<file path="config.mk">
export PLATFORM = sky130hd
export DESIGN_NAME = mdr_mem_if
export DESIGN_NICKNAME = d
export VERILOG_FILES = /design/src/rtl/cpu_pkg.sv /design/src/rtl/mem_timeout_ctr.sv /design/src/rtl/mdr_mem_if.sv
export SDC_FILE = /design/constraint.sdc
export NUM_CORES = 1
export LEC_CHECK = 0
export ABC_AREA = 1
export CAP_MARGIN = 10
export CORE_ASPECT_RATIO = 0.8
export CORE_MARGIN = 3
export CORE_UTILIZATION = 47
export DETAILED_ROUTE_END_ITERATION = 6
export PLACE_DENSITY = 0.87
export RECOVER_POWER = 50
export SLEW_MARGIN = 10
export SYNTH_ARGS = -nofsm -noshare
export SYNTH_HDL_FRONTEND = slang
export SYNTH_SLANG_ARGS = --single-unit
</file>
<file path="constraint.sdc">
create_clock -name clk -period 2.5 [get_ports clk]
set_input_delay 0.5 -clock clk [delete_from_list [all_inputs] [get_ports clk]]
set_output_delay 0.5 -clock clk [all_outputs]
set_load 0.02 [all_outputs]
</file>
<file path="src/rtl/cpu_pkg.sv">
// Shared definitions for the memory-side front end: word widths,
// default parameters and the transaction FSM encoding.
`timescale 1ns/1ps
package cpu_pkg;

  localparam int unsigned WORD_W          = 32;
  localparam int unsigned MEM_ADDR_W      = 9;
  localparam int unsigned MEM_TIMEOUT_CYC = 16;

  typedef enum logic [1:0] {
    IDLE    = 2'd0,
    RD_WAIT = 2'd1,
    WR_WAIT = 2'd2,
    DONE    = 2'd3
  } mem_state_e;

  // True while a memory transaction is outstanding
  function automatic logic is_wait(input mem_state_e s);
    return (s == RD_WAIT) || (s == WR_WAIT);
  endfunction

endpackage

</file>
<file path="src/rtl/mem_timeout_ctr.sv">
// Cycle counter for the memory ack timeout: cleared outside a transaction,
// counts wait cycles, flags the last allowed cycle.
`timescale 1ns/1ps
module mem_timeout_ctr #(
  parameter int unsigned CYC = 16
) (
  input  logic clk,
  input  logic clr_n,
  input  logic clear,
  input  logic en,
  output logic expired_c
);

  localparam int unsigned CNT_W = $clog2(CYC + 1);

  logic [CNT_W-1:0] cnt_q;

  // Count wait cycles, saturating at the expiry value
  always_ff @(posedge clk or negedge clr_n) begin
    if (!clr_n) begin
      cnt_q <= '0;
    end else if (clear) begin
      cnt_q <= '0;
    end else if (en && !expired_c) begin
      cnt_q <= cnt_q + CNT_W'(1);
    end
  end

  // Last wait cycle: an edge here without ack ends the transaction
  assign expired_c = (cnt_q == CNT_W'(CYC - 1));

endmodule

</file>
<file path="src/rtl/mdr_mem_if.sv">
// MAR/MDR holder and memory read/write handshake sequencer.
// Optional ack timeout enabled by defining MEM_TIMEOUT_EN.
`timescale 1ns/1ps
module mdr_mem_if
  import cpu_pkg::*;
#(
  parameter int unsigned ADDR_W      = cpu_pkg::MEM_ADDR_W,
  parameter int unsigned TIMEOUT_CYC = cpu_pkg::MEM_TIMEOUT_CYC
) (
  input  logic              clk,
  input  logic              clr_n,
  input  logic [WORD_W-1:0] bus_in,
  input  logic              mar_in,
  input  logic              mdr_in,
  input  logic              read,
  input  logic              write,
  output logic [WORD_W-1:0] mdr_out,
  output logic [ADDR_W-1:0] mem_addr,
  output logic              mem_req,
  output logic              mem_we,
  output logic [WORD_W-1:0] mem_wdata,
  input  logic [WORD_W-1:0] mem_rdata,
  input  logic              mem_ack,
  output logic              busy,
  output logic              done,
  output logic              err
);

  // Elaboration guard on the timeout depth
  if (TIMEOUT_CYC < 2) begin : g_bad_timeout
    $error("TIMEOUT_CYC must be at least 2");
  end

  mem_state_e        state_q, state_nxt;
  logic [ADDR_W-1:0] mar_q;
  logic [WORD_W-1:0] mdr_q;
  logic              in_wait;
  logic              rd_cap;
  logic              accept;
  logic              req_nxt, we_nxt, busy_nxt, done_nxt;

  assign in_wait = is_wait(state_q);
  assign mdr_out = mdr_q;

`ifdef MEM_TIMEOUT_EN
  logic expired_c;
  logic timeout;

  mem_timeout_ctr #(.CYC(TIMEOUT_CYC)) u_timeout (
    .clk       (clk),
    .clr_n     (clr_n),
    .clear     (!in_wait),
    .en        (in_wait),
    .expired_c (expired_c)
  );
`endif

  // Next-state and next-output decode
  always_comb begin
    state_nxt = state_q;
    rd_cap    = 1'b0;
    accept    = 1'b0;
`ifdef MEM_TIMEOUT_EN
    timeout   = 1'b0;
`endif
    case (state_q)
      IDLE: begin
        if (read) begin
          state_nxt = RD_WAIT;
          accept    = 1'b1;
        end else if (write) begin
          state_nxt = WR_WAIT;
          accept    = 1'b1;
        end
      end
      RD_WAIT: begin
        if (mem_ack) begin
          state_nxt = DONE;
          rd_cap    = 1'b1;
        end
`ifdef MEM_TIMEOUT_EN
        else if (expired_c) begin
          state_nxt = DONE;
          timeout   = 1'b1;
        end
`endif
      end
      WR_WAIT: begin
        if (mem_ack) begin
          state_nxt = DONE;
        end
`ifdef MEM_TIMEOUT_EN
        else if (expired_c) begin
          state_nxt = DONE;
          timeout   = 1'b1;
        end
`endif
      end
      DONE:    state_nxt = IDLE;
      default: state_nxt = IDLE;
    endcase
    req_nxt  = is_wait(state_nxt);
    we_nxt   = (state_nxt == WR_WAIT);
    busy_nxt = req_nxt;
    done_nxt = (state_nxt == DONE);
  end

  // State and handshake output registers
  always_ff @(posedge clk or negedge clr_n) begin
    if (!clr_n) begin
      state_q <= IDLE;
      mem_req <= 1'b0;
      mem_we  <= 1'b0;
      busy    <= 1'b0;
      done    <= 1'b0;
    end else begin
      state_q <= state_nxt;
      mem_req <= req_nxt;
      mem_we  <= we_nxt;
      busy    <= busy_nxt;
      done    <= done_nxt;
    end
  end

  // MAR/MDR: bus loads only outside a transaction; read data on ack
  always_ff @(posedge clk or negedge clr_n) begin
    if (!clr_n) begin
      mar_q <= '0;
      mdr_q <= '0;
    end else begin
      if (mar_in && !in_wait) begin
        mar_q <= bus_in[ADDR_W-1:0];
      end
      if (rd_cap) begin
        mdr_q <= mem_rdata;
      end else if (mdr_in && !in_wait) begin
        mdr_q <= bus_in;
      end
    end
  end

  // Memory-facing copies: track MAR/MDR when idle, frozen during a
  // transaction so a load coinciding with a request leaves the old values
  always_ff @(posedge clk or negedge clr_n) begin
    if (!clr_n) begin
      mem_addr  <= '0;
      mem_wdata <= '0;
    end else if (!in_wait) begin
      mem_addr  <= mar_q;
      mem_wdata <= mdr_q;
    end
  end

`ifdef MEM_TIMEOUT_EN
  // Sticky timeout flag, cleared by the next accepted request
  always_ff @(posedge clk or negedge clr_n) begin
    if (!clr_n) begin
      err <= 1'b0;
    end else if (accept) begin
      err <= 1'b0;
    end else if (timeout) begin
      err <= 1'b1;
    end
  end
`else
  assign err = 1'b0;
`endif

endmodule

</file>
Word level (Yosys, flattened, before mapping)
Cells that the tools add are included.
{"block": "op_classes", "n_eq_ne": 6, "reduce_logical": 8, "muxes": 8}
{"cell": "$mux 32", "n": 2}
{"cell": "$eq 2x2->1 const B", "n": 4}
{"cell": "$mux 2", "n": 3}
{"cell": "$pmux 2 s3", "n": 1}
{"cell": "$eq 2x1->1 const B", "n": 2}
{"cell": "$logic_and 1x1->1", "n": 2}
{"cell": "$logic_not 2->1", "n": 1}
{"cell": "$logic_or 1x1->1", "n": 2}
{"cell": "$mux 1", "n": 2}
{"cell": "$reduce_bool 2->1", "n": 1}
{"cell": "$reduce_or 2->1", "n": 1}
{"cell": "$logic_not 1->1", "n": 1}
{"block": "totals", "output_inout_bits": 78, "in_bits": 71, "elab_cells": 30, "register_bits": 87}

Depth between registers and ports, before layout
Gate-level depths: netlist (run 1).
{"block": "depth", "depth_word": 6, "mapped_depth": 10, "mapped_depth_nobuf": 9}

Worst setup path before layout (run 1)
Ideal clock, no wire load.
{"block": "synth_path", "kind": "reg-to-reg", "startpoint": "reg state_q[0]", "endpoint": "reg busy", "path_slack_ns": 0.991, "required_time_ns": 2.387, "path_stages_with_launch": 10, "n_path_buf": 1, "arrival_time_ns": 1.396, "setup_time_ns": 0.113, "synth_period_minus_slack_ns": 1.509, "path_cell_list": "dfrtp_1 -> inv_1 -> ha_1 -> buf_6 -> nand2_1 -> nor2_1 -> nor2_1 -> inv_1 -> ha_1 -> inv_1"}
{"block": "synth_via", "elab_chain_cells": 5, "elab_cells_between_ends": 12, "classes_between": "eq/ne: 5; mux: 4; reduce/logical: 3"}
{"element": "from (decl)", "line_no": "mdr_mem_if.sv:34", "text": "mem_state_e state_q, state_nxt;"}
{"element": "from (signal assigned)", "line_no": "mdr_mem_if.sv:117", "text": "state_q <= state_nxt;"}
{"element": "$eq 2x1->1, or another cell as far along", "line_no": "mdr_mem_if.sv:66", "text": "case (state_q)"}
{"element": "$reduce_or 2->1 (no line) or $mux 2 (tied branches)"}
{"element": "$pmux 2 s3 (*)", "line_no": "mdr_mem_if.sv:66"}
{"element": "$eq 2x1->1 or $eq 2x2->1 (tied branches)", "line_no": "cpu_pkg.sv:19", "text": "return (s == RD_WAIT) || (s == WR_WAIT);"}
{"element": "$logic_or 1x1->1 (*)", "line_no": "cpu_pkg.sv:19"}
{"element": "via busy_nxt", "line_no": "mdr_mem_if.sv:40", "text": "logic req_nxt, we_nxt, busy_nxt, done_nxt;"}
{"element": "to (signal assigned)", "line_no": "mdr_mem_if.sv:120", "text": "busy <= busy_nxt;"}
{"element": "to (decl)", "line_no": "mdr_mem_if.sv:24", "text": "output logic busy,"}
The timed path passes the listed nets; every way through them passes the cells marked *.
A chain may end at the register's enable or synchronous reset.

Worst setup path after layout (run 1)
{"block": "layout_path", "startpoint": "reg state_q[1]", "endpoint": "reg mdr_q[21] (netlist: mdr_out[21])"}
{"block": "layout_via", "elab_chain_cells": 5, "elab_cells_between_ends": 8, "classes_between": "eq/ne: 2; mux: 2; reduce/logical: 4"}
{"element": "$eq 2x1->1 or $eq 2x2->1 (tied branches)", "line_no": "cpu_pkg.sv:19"}
{"element": "$logic_or 1x1->1 (*)", "line_no": "cpu_pkg.sv:19"}
{"element": "via in_wait", "line_no": "mdr_mem_if.sv:37", "text": "logic in_wait;"}
{"element": "$logic_not 1->1 (*)"}
{"element": "$logic_and 1x1->1 (*)", "line_no": "mdr_mem_if.sv:136", "text": "end else if (mdr_in && !in_wait) begin"}
{"element": "$reduce_bool 2->1 (no line) (*)"}
{"element": "to (signal assigned)", "line_no": "mdr_mem_if.sv:135", "text": "mdr_q <= mem_rdata;"}
{"element": "to (signal assigned)", "line_no": "mdr_mem_if.sv:137", "text": "mdr_q <= bus_in;"}
{"element": "to (decl)", "line_no": "mdr_mem_if.sv:36", "text": "logic [WORD_W-1:0] mdr_q;"}
Marked as above.

==> run metrics, run 1 <==
hold_buf cts 0; share of layout cells above drive strength 1 3.987%; logic depth of the worst register-to-register path 8; Ys Warns 0; routed len/inst between 10 and 15 um; Top FF cell, synth dfrtp_1; Routed Antenna Nets 0; met2 WL post-DR 5143 um; Routability Congestion 0.8453; most instantiated library cell after synthesis nand2_1; internal power 4252 uW; placed wire-length estimate 7730 um; I/O Buffers 147; fin. max-slew vios 0; status completed; Sw Share 45.39%; number of flops mapped to enable cells by yosys 0; RSZ-0062 raised after global routing no; cell area after synthesis 3810 um^2; crit path from state_q[1]; root buffer cell clkbuf_8; Pwr Density 1423 nW/um^2; Psw around 3500 uW; Crit-path slowest cell ha_1; DR pass1 iterations 4; CTS tree done; # H-tree levels 3; Yosys cell types 18; final std cells w/o fill 732; Worst-Skew Late Latency roughly 0.35 ns; aggregate global routing overflow 0; Post-CTS Resized 0; fin crit share 84.07%; Period minus WS final 2.102 ns; Max-cap violations 0; Yosys top cell by area dfrtp_1; skew final 0.01060 ns; Final setup viols 0; register share of total power 32.8%; FMAX 475.8 MHz; gr usage total 24.46%; CP Capture Type flop; core area between 7000 and 8000 um^2; Most common cell on crit path nand2_1; Layout Nets 696; cell row count 28; DR vias 3,503; worst vdd ir 0.8791 mV; vias in the first global route 3,570; cts bufs inserted 9; Layout area overhead 43.65%; final count of hold timing violations 0; # IOs between 100 and 150; n_diodes 0; Worst-Margin Slew 1.178 ns; routed wire length 10,740 um; Critical Path RT ~2.8 ns; Slew HR 21.48%; die width 106.7 um; worst r2r src state_q[1]; DRT iter0 DRCs 193; top layer in use met4; Setup crit start kind flop; fill count 611; Setup Fix Bufs, Post-CTS 0; Logic pwr share 54.5%; metal3 WL 870 um; Bufs on Longest Clock Path 2; critical path type flop to flop; Worst Hold Class input port to async pin; Post-Synthesis Cells 484; synth cell count leaders nand2_1 (307), dfrtp_1 (87), inv_1 (27), nand3_1 (11), o21ai_0 (10); Worst Path Buf+Inv 3; CP Cell Sequence inv_1, ha_1, inv_6, nand2_2, nand2_4, inv_4, nand2_1, nand2_1; clock network power share 12.7%; number of vias per cell about 4.8; clock tree sinks between 80 and 90; reg2reg end mdr_out[21]; Worst Path Max Fanout 32; initial antenna violation count 0; Die H 86.53 um; Synth top area share 57.14%; Worst path top cell family by delay buffers and inverters; leakage about 0.0029 uW; Arrival @ worst endpoint 2.40 ns; Fin Setup TNS 0 ns; FF+latch count, synth between 80 and 90; die area 9229 um^2; met1 WL between 4000 and 5000 um; Mean Syn Cell Area 7.872 um^2; Post-synth ARST share 100.0%; Reg clk slew, reported paths 0.09 ns; largest cells by area after synthesis dfrtp_1 (57%), nand2_1 (30%), inv_1 (2.7%), nand3_1 (1.4%), o21ai_0 (1.3%); Synth Net Count 558; pin count of the biggest net entering global routing 49; CP peak stage delay between 0.5 and 0.6 ns; sequential fraction of the synthesis area between 50% and 60%; Residual DRC 0; dpl cells slightly above 700; initial core utilization 49.89%; first-pass GRT wire length 17,620 um; Reg2Reg Setup Slack approximately 0.40 ns
==> cells by family after synthesis <==
family	Yosys count	synth area share [%]
adders and majority gates	3	0.9853
other	1	0.09843
and+or+nand+nor	329	33.37
buffers and inverters	54	7.094
AOI/OAI and AO/OA	10	1.314
DFF	87	57.14
==> flip-flops by register name (all words and copies together) (netlist names) <==
| signal | cells |
|---|---|
| busy | 1 |
| done | 1 |
| mar_q | 9 |
| mdr_out | 32 |
| mem_addr | 9 |
| mem_wdata | 32 |
| mem_we | 1 |
| state_q | 2 |
==> cell usage in the layout, fill, tap and decap left out, drive strengths merged <==
cell / n
nand2: 311
nor2: 6
bufinv: 1
clkbuf: 16
o21ai: 10
nand4: 1
ha: 3
conb: 1
nand3: 11
inv: 30
clkinv: 2
clkdlybuf4s50: 146
clkinvlp: 1
dfrtp: 87
buf: 1
==> worst max path at each step <==
| stage | slack, ns | cells past startpoint | endpoint |
|---|---|---|---|
| after floorplan | 0.99 | 9 | busy |
| final | 0.40 | 8 | mdr_out[21] |
| after CTS | 0.52 | 8 | mdr_out[4] |
| after detailed placement | 0.30 | 7 | mdr_out[13] |
| after global placement | 0.39 | 6 | mdr_out[0] |
| after global routing | 0.17 | 2 | mdr_out[6] |
==> metrics by stage <==
| stage | utilization [%] | setup WS [ns] | hold WS (ns) | total power (uW) | area (um^2) |
|---|---|---|---|---|---|
| 5_1_grt | 71.66 | 0.1742 | 0.3428 | 8394 | 5473 |
| 2_1_floorplan | - | 0.9914 | 0.2044 | 5075 | 3810 |
| 6_report | 71.66 | 0.3982 | 0.2779 | 7785 | 5473 |
| 3_3_place_gp | 69.46 | 0.3863 | 0.4530 | 6692 | 5305 |
| 4_1_cts | 72.08 | 0.5199 | 0.1165 | 7891 | 5505 |
| 3_5_place_dp | 69.46 | 0.2989 | 0.4642 | 6858 | 5305 |
==> power groups by stage <==
stage                     clock (uW)  sequential [uW]  combinational, uW
after floorplan                    0             3180               1900
after global placement             0             2560               4130
after detailed placement           0             2570               4290
after CTS                       1010             2560               4320
after global routing            1060             2640               4690
final                            988             2560               4240
==> cell type report <==
class	count	area [um^2]	share of cell area (%)
multi-input cells	343	1355	24.76
flip-flops and latches	87	2177	39.78
clock buffers	12	145.1	2.652
well taps	105	131.4	2.401
clock inverters	4	55.05	1.006
inverters	30	120.1	2.195
repair buffers	151	1489	27.21
==> layer usage <==
layer,GRT usage (%),vias to the layer above
met1,30.89,1649
met3,8.414,18
met4,4.994,0
met5,0,-
met2,41.43,125
li1,-,1711
(Power assumes the default switching activity.)
==> run 2: changes to the inputs <==
CORE_UTILIZATION = 39   (was 47)
PLACE_DENSITY = 0.78   (was 0.87)
clock period = 1.9 ns   (was 2.5 ns; I/O delays follow)
==> run 2 against run 1 <==
Final area grew 4.0%. First-iteration DRC count increased by 9.3%. Hold slack got worse by 0.083 ns. Total power is 41% higher. Sequential share of layout area fell by 1.5 points. Global-route usage is 4.5 points lower. Final cell count increased by 2.5%. Count of clock-buffer cells in the layout shrank 1. Critical path type is now flop to primary output.
==> run metrics, run 2 (synthesis results as in run 1) <==
status completed; Worst Path Buf+Inv 1; Routed Antenna Nets 0; share of layout cells above drive strength 1 5.354%; Worst Path Max Fanout 3; skew final about 0.0057 ns; Max-cap violations 0; Worst path top cell family by delay buffers and inverters; Reg2Reg Setup Slack 0.16 ns; Layout Nets just over 700; clock tree sinks 87; Worst Hold Class input port to async pin; die area between 10,000 and 15,000 um^2; Critical Path RT 1.52 ns; Reg area 2177 um^2; CP Capture Type primary output; FMAX ~570 MHz; Final setup viols 0; gr usage total approximately 20%; placed wire-length estimate 7997 um; critical path type flop to primary output; Period minus WS final 1.761 ns; Reg clk slew, reported paths 0.06 ns; Bufs on Longest Clock Path 2; DP Worst Slack 0.1702 ns; I/O Buffers 147; worst vdd ir 0.8249 mV; fill count 796; routed len/inst 14.30 um; first-pass GRT wire length 17,130 um; commonest non-fill, non-tap cells in the layout nand2_1 (307), clkdlybuf4s50_1 (146), dfrtp_1 (87); cell row count 31; core area between 9000 and 10,000 um^2; CP peak stage delay around 0.64 ns; vias in the first global route 3,462; GRT met2 Usage about a third; CTS tree done; pin count of the biggest net entering global routing 40; Slew HR approximately 36%; Arrival @ worst endpoint between 1 and 1.5 ns; Worst-Skew Late Latency approximately 0.33 ns; met3 Use GR 5.637%; root buffer cell clkbuf_16; final count of hold timing violations 0; Crit-path slowest cell clkdlybuf4s50_1; n_diodes 0; # IOs approximately 150; DR vias between 3,000 and 4,000; area of the multi-input gates 1365 um^2; cts bufs inserted 9; die width 116.5 um; DRT iter0 DRCs 211; RSZ-0062 raised after global routing no; busiest grt layer met2; Fin Setup TNS 0 ns; aggregate global routing overflow 0; routed wire length 10,720 um; Residual DRC 0; met1 Resource Use GR ~27%; Pwr Density 1936 nW/um^2; number of vias per cell 4.760; most common cell after layout, fill and taps aside nand2_1; Routability Congestion 0.8999; Setup crit start kind flop; Worst-Margin Slew just under 1 ns; Die H 94.41 um; CP Cell Sequence clkdlybuf4s50_1; # H-tree levels 3; fin. max-slew vios 0; fin crit share 92.69%; Layout area overhead 49.33%; final worst slack 0.1389 ns; initial core utilization 41.10%; DR pass1 iterations 4; initial antenna violation count 0; leakage 0.002980 uW
## run 2: routing by layer
| metal | wire length [um] | vias up |
|---|---|---|
| met5 | 0 | - |
| met4 | 182 | 0 |
| met3 | 922 | 18 |
| met2 | 5039 | 168 |
| met1 | 4577 | 1655 |
| li1 | - | 1729 |
## run 2: report_power, final
| group | internal [uW] | leakage (uW) | switching, uW |
|---|---|---|---|
| sequential | 2770 | 0.00109 | 631 |
| combinational | 2300 | 0.00173 | 3360 |
| clock | 1280 | 0.000160 | 667 |
## run 2: worst paths after layout
check	from	endpoint	cells after the start
setup reg to reg	state_q[1]	mem_wdata[23]	5
min in group clk	mem_wdata[6]	mem_wdata[6]	2
hold / removal	clr_n	mem_wdata[26]	1
hold reg to reg	mem_wdata[6]	mem_wdata[6]	2
max in group asynchronous	clr_n	mem_wdata[3]	2
setup / recovery	mdr_out[4]	mdr_out[4]	1
## run 2: timing repair
item,CTS,global route
resized for setup,0,1
endpoints found under the setup margin,0,3
hold buffers,0,0
setup buffers,0,0
## run 2: cell type report
class | instances | area share [%]
clock buffers | 11 | 4.091
clock inverters | 4 | 1.671
inverters | 30 | 2.155
multi-input cells | 343 | 23.99
flip-flops and latches | 87 | 38.27
well taps | 115 | 2.529
repair buffers | 160 | 27.29
## run 2: stage by stage
step / power (uW) / utilization (%) / hold slack, ns / area (um^2) / cells
4_1_cts: 11160 / 61.76 / 0.03636 / 5725 / 750
6_report: 11010 / 61.37 / 0.1952 / 5689 / 750
3_5_place_dp: 9146 / 58.23 / 0.3888 / 5398 / 735
3_3_place_gp: 8964 / 58.23 / 0.3871 / 5398 / 735
5_1_grt: 11870 / 61.37 / 0.2578 / 5689 / 750
2_1_floorplan: 6677 / - / 0.08441 / 3810 / 484
==> run 3: changes to the inputs <==
SYNTH_HIERARCHICAL = 1   (was not set)
==> results of run 3 <==
Same layout as run 2: the final DEF is identical, and so are final timing and power.
Among the figures that moved: Yosys warning count 0 -> 6
==> patch 1: new RTL, flow settings as in run 2 <==
Change the package constant `WORD_W` from 32 to 28.
--- a/src/rtl/cpu_pkg.sv
+++ b/src/rtl/cpu_pkg.sv
@@ -3,7 +3,7 @@
 `timescale 1ns/1ps
 package cpu_pkg;
 
-  localparam int unsigned WORD_W          = 32;
+  localparam int unsigned WORD_W          = 28;
   localparam int unsigned MEM_ADDR_W      = 9;
   localparam int unsigned MEM_TIMEOUT_CYC = 16;
 
Interface: changed (resized bus_in, mdr_out, mem_rdata and mem_wdata); port bits go from 149 to 133. The function was not compared with the original's and may differ.
==> patch 1 against run 2 <==
- global-route usage fell by 0.36 points
- cell count down 8.9%
- setup slack got worse by 0.012 ns
- final area is 11% lower
- clock power shrank 29%
- count of clock-buffer cells in the layout unchanged
- wire length fell by 11%
- sequential share of layout area increased by 0.83 points
- area after synthesis decreased by 9.3%
- sequential cell count fell by 8
- critical path depth stayed put
- clock skew is 0.0036 ns higher
- total power decreased by 14%
- largest cell class unchanged
==> patch 1: results (changes against run 2) <==
stage	metric	value	unit	change
run_status	status	finished clean		
placed_design	dpl.cell_count	667		-9.3%
clock_network	htreeDepth	3		unchanged
yosys	yosys-top-cells-count	271 x nand2_1, 79 x dfrtp_1, 27 x inv_1		
yosys	yosys-top-cells-area	dfrtp_1 57%, nand2_1 29%, inv_1 2.9%		
layout	nets	632		-10%
yosys	synth_ff_type	dfrtp_1		
sta	whs	0.174	ns	-0.0209 ns
grt	grt_max_degree	41		+2.5%
placed_design	io_buffers	131		-11%
routing	wl	9490	um	-11%
routing	drt-pass1-iter-count	4		unchanged
critical_path	rrSetupSlack	0.16	ns	about the same
sta	worst_slack	0.127	ns	-0.0119 ns
critical_path	worstPathMaxFanout	3		unchanged
placed_design	placed_area	4850	um^2	-10%
clock_network	insertion_delay	0.35	ns	+0.02 ns
sta	skew	0.00930	ns	+0.00365 ns
clock_network	postCtsSetupRepairBufs	0		unchanged
clock_network	cts_buffers	9		unchanged
layout	final_layout_size_suffix_gt1_share	5.43	%	+0.075 points
placed_design	hpwlAfterDp	7060	um	-12%
yosys	ys_seq_area_share	57.2	%	about the same
yosys	synth_top_area_share	57.2	%	about the same
grt	antenna_found_initial	0		unchanged
worst_hold_path	hp-class	primary input to asynchronous set/reset pin		
routing	drtIter0Drc	143		-32%
critical_path	slowest_stage	clkdlybuf4s50_1		
placed_design	pre_cts_ws	0.182	ns	+0.0120 ns
critical_path	crit_arrival	1.39	ns	
clock_network	clk_pin_slew	0.08	ns	+0.02 ns
layout	fin_cells	683		-8.9%
yosys	synth_cell_types	18		unchanged
clock_network	cts_resized	0		unchanged
yosys	ys_warn_count	0		unchanged
yosys	synth_area_per_cell	7.93	um^2	+0.73%
placed_design	gp_congestion	0.860		-4.4%
routing	vias_per_cell	4.64		-2.6%
grt	grt_pass1_wl	15900	um	-6.9%
grt	grt_pass1_vias	3230		-6.7%
yosys	async_flop_share	100	%	unchanged
yosys	syn-num-nets	502		-10%
grt	grt_usage	19.6	%	-0.36 points
sta	relSlewSlack	34.6	%	-1.1 points
power_and_ir_drop	p_leak	0.00264	uW	-11%
critical_path	crit_family	buffers and inverters		
clock_network	cts-root-buf	clkbuf_8		
power_and_ir_drop	irDropWorstVdd	0.699	mV	-15%
==> patch 1: cells by family (layout without fill, tap and decap cells) <==
group           count (synthesis)  in the layout  share of synthesized area (%)
simple gates                  293            293                           32.7
buf+inv                        50            185                           7.46
flops                          79             79                           57.2
compound gates                 10             10                           1.45
fa+ha+maj                       3              3                           1.09
other cells                     1              1                          0.108
==> patch 1: path summary, 6_finish.rpt <==
check                                            start                        end  cells after the start
worst min-delay path                             clr_n    mem_addr[4]$_DFFE_PN0N_                      1
worst min register to register    mar_q[1]$_DFFE_PN0P_    mem_addr[1]$_DFFE_PN0N_                      2
worst max-delay path            mdr_out[8]$_DFFE_PN0P_                 mdr_out[8]                      1
worst max register to register    state_q[0]$_DFF_PN0_  mem_wdata[21]$_DFFE_PN0N_                      5
max in group asynchronous                        clr_n  mem_wdata[12]$_DFFE_PN0N_                      2
min in group clk                  mar_q[1]$_DFFE_PN0P_    mem_addr[1]$_DFFE_PN0N_                      2
==> patch 1: layout make-up <==
| type | count | area (um^2) |
|---|---|---|
| clock inverters | 5 | 81.3 |
| repair buffers | 139 | 1380 |
| inverters | 30 | 118 |
| clock buffers | 11 | 141 |
| multi-input cells | 307 | 1220 |
| well taps | 112 | 140 |
| flip-flops and latches | 79 | 1980 |
| fillers | 789 | 3500 |
==> patch 1: report_power, final <==
| group | switching, uW | internal, uW | total, uW |
|---|---|---|---|
| sequential | 560 | 2510 | 3070 |
| clock | 602 | 776 | 1380 |
| combinational | 2990 | 2060 | 5050 |
| total | 4150 | 5350 | 9500 |
==> patch 1: metal layers <==
layer  share of wire (%)  global-route usage, %  up-vias
met2                  46                   30.6      114
li1                    -                      -     1555
met5                   0                      0        -
met4                 1.4                   6.89        0
met3                 7.2                   5.85       13
met1                  45                   26.1     1484
==> patch 2: new RTL, config.mk and constraints of run 2 <==
Made on the original files. Encoding of `mem_state_e`: now Gray code (2 bits for 4 states).
--- a/src/rtl/cpu_pkg.sv
+++ b/src/rtl/cpu_pkg.sv
@@ -8,10 +8,10 @@
   localparam int unsigned MEM_TIMEOUT_CYC = 16;
 
   typedef enum logic [1:0] {
-    IDLE    = 2'd0,
-    RD_WAIT = 2'd1,
-    WR_WAIT = 2'd2,
-    DONE    = 2'd3
+    IDLE    = 2'b00,
+    RD_WAIT = 2'b01,
+    WR_WAIT = 2'b11,
+    DONE    = 2'b10
   } mem_state_e;
 
   // True while a memory transaction is outstanding
Function: no difference found for any inputs over 10 cycles, from zero or initial values; not proved beyond that.
==> patch 2 against run 2 <==
- cell count increased by 6.5%
- total power decreased by 1.8%
- register-to-register slack improved by 0.02 ns
- global-route usage increased by 1.5 points
- clock skew decreased by 0.0021 ns
- wire length increased by 8.4%
- final area increased by 3.7%
- area after synthesis increased by 2.6%
- critical endpoint is now mdr_out[27]
- die area increased by 2.5%
- sequential share of layout area decreased by 1.8 points
- critical path type unchanged
- setup slack improved by 0.011 ns
- sequential cell count decreased by 1
- core utilization decreased by 0.47 points
- via count increased by 6.0%
- highest routed layer unchanged
==> patch 2: results (changes against run 2) <==
stage	metric	value	unit	change
routing	drt-met1-wl	5150	um	+12%
critical_path	slowest_stage	clkdlybuf4s50_1		
yosys	async_flop_share	100	%	unchanged
yosys	synth_cell_types	14		-4
placed_design	gp_congestion	0.852		-5.3%
yosys	ys_warn_count	0		unchanged
yosys	yosys-top-cells-area	dfrtp_1 55%, nand2_1 26%, nand3_1 9.2%		
placed_design	dpl.cell_count	781		+6.3%
yosys	syn-num-nets	586		+5.0%
sta	relSlewSlack	22.7	%	-13 points
critical_path	crit_start	mdr_out[27]$_DFFE_PN0P_		
critical_path	r2r-start	state_q[0]$_DFF_PN0_		
sta	whs	0.418	ns	+0.223 ns
critical_path	reg2regPathDepth	7		+2
sta	finalCriticalPeriod	1.75	ns	-0.0114 ns
placed_design	pre_cts_ws	0.144	ns	-0.0258 ns
routing	vias	3785		+6.0%
critical_path	rrSetupSlack	0.18	ns	+0.02 ns
sta	hold_violations	0		unchanged
placed_design	io_buffers	147		unchanged
clock_network	clk_pin_slew	0.06	ns	about the same
routing	drtIter0Drc	182		-14%
worst_hold_path	hp-class	primary input to asynchronous set/reset pin		
placed_design	hpwlAfterDp	8220	um	+2.7%
layout	diodes	0		unchanged
clock_network	postCtsSetupRepairBufs	2		+2
clock_network	cts-root-buf	clkbuf_16		
clock_network	cts_buffers	9		unchanged
routing	wl_met2	5430	um	+7.8%
grt	antenna_found_initial	0		unchanged
routing	wl_per_cell	14.5	um	+1.7%
yosys	ys_seq_area_share	55.0	%	-2.1 points
yosys	yosys-top-cells-count	275 x nand2_1, 86 x dfrtp_1, 72 x nand3_1		
grt	grt_pass1_wl	19200	um	+12%
grt	grt_pass1_vias	3893		+12%
power_and_ir_drop	irDropWorstVdd	1.16	mV	+41%
yosys	synth_area_per_cell	7.59	um^2	-3.6%
layout	fill_cells	874		+9.8%
routing	top_layer	met4		
grt	grt_usage	21.5	%	+1.5 points
routing	vias_per_cell	4.74		-0.48%
critical_path	max_stage_delay	0.64	ns	about the same
placed_design	placed_area	5540	um^2	+2.5%
power_and_ir_drop	p_leak	0.00308	uW	+3.4%
routing	wl_met3	861	um	-6.6%
run_status	status	finished clean		
clock_network	hold_buffers	0		unchanged
yosys	synth_ff_type	dfrtp_1		
grt	grt_max_degree	87		+120%
sta	skew	0.00354	ns	-0.00211 ns
layout	final_layout_size_suffix_gt1_share	5.58	%	+0.23 points
layout	nets	729		+3.4%
critical_path	crit_arrival	1.37	ns	
critical_path	crit_end	mdr_out[27]		
critical_path	crit_family	buffers and inverters		
critical_path	r2r-end	mdr_out[10]$_DFFE_PN0P_		
routing	drt-pass1-iter-count	4		unchanged
[patch 2: changes by cell type in the layout (fill, tap and decap cells not counted), moves of 8 or more]
cell     change
inv_1       +12
nand2_1     -32
nand3_1     +61
o21ai_0      -8
[patch 2: area by class of cell]
class | instances | area, um^2 | area share (%)
Sequential cell | 86 | 2150 | 36.5
Clock inverter | 6 | 133 | 2.25
Multi-Input combinational cell | 357 | 1440 | 24.4
Clock buffer | 10 | 239 | 4.05
Timing Repair Buffer | 164 | 1610 | 27.3
Tap cell | 136 | 170 | 2.88
Inverter | 40 | 150 | 2.54
[patch 2: worst register-to-register path, cell delays in order (launching register included)]
cell	delay (ns)
dfrtp_2	0.43
buf_4	0.17
clkbuf_2	0.30
nand3_2	0.21
buf_4	0.27
nand2_1	0.09
nand2_1	0.07
nand2_1	0.06
[patch 2: cell families (layout without fill, tap and decap cells)]
family	count (synthesis)	in the layout	share of synthesized area, %
flip-flops	86	86	55.0
AO/OA/AOI/OAI	3	3	0.384
other	1	1	0.0959
buffers and inverters	72	220	8.06
AND/OR/NAND/NOR	353	353	36.4
[patch 2: metal layers]
| metal | GRT usage, % | vias up |
|---|---|---|
| li1 | - | 1848 |
| met1 | 26.8 | 1781 |
| met2 | 35.6 | 137 |
| met3 | 7.06 | 19 |
| met4 | 7.12 | 0 |
| met5 | 0 | - |
[patch 2: power breakdown]
part | switching, uW | internal [uW] | total [uW]
Combinational | 2980 | 2260 | 5240
Sequential | 657 | 2760 | 3420
Clock | 705 | 1450 | 2160
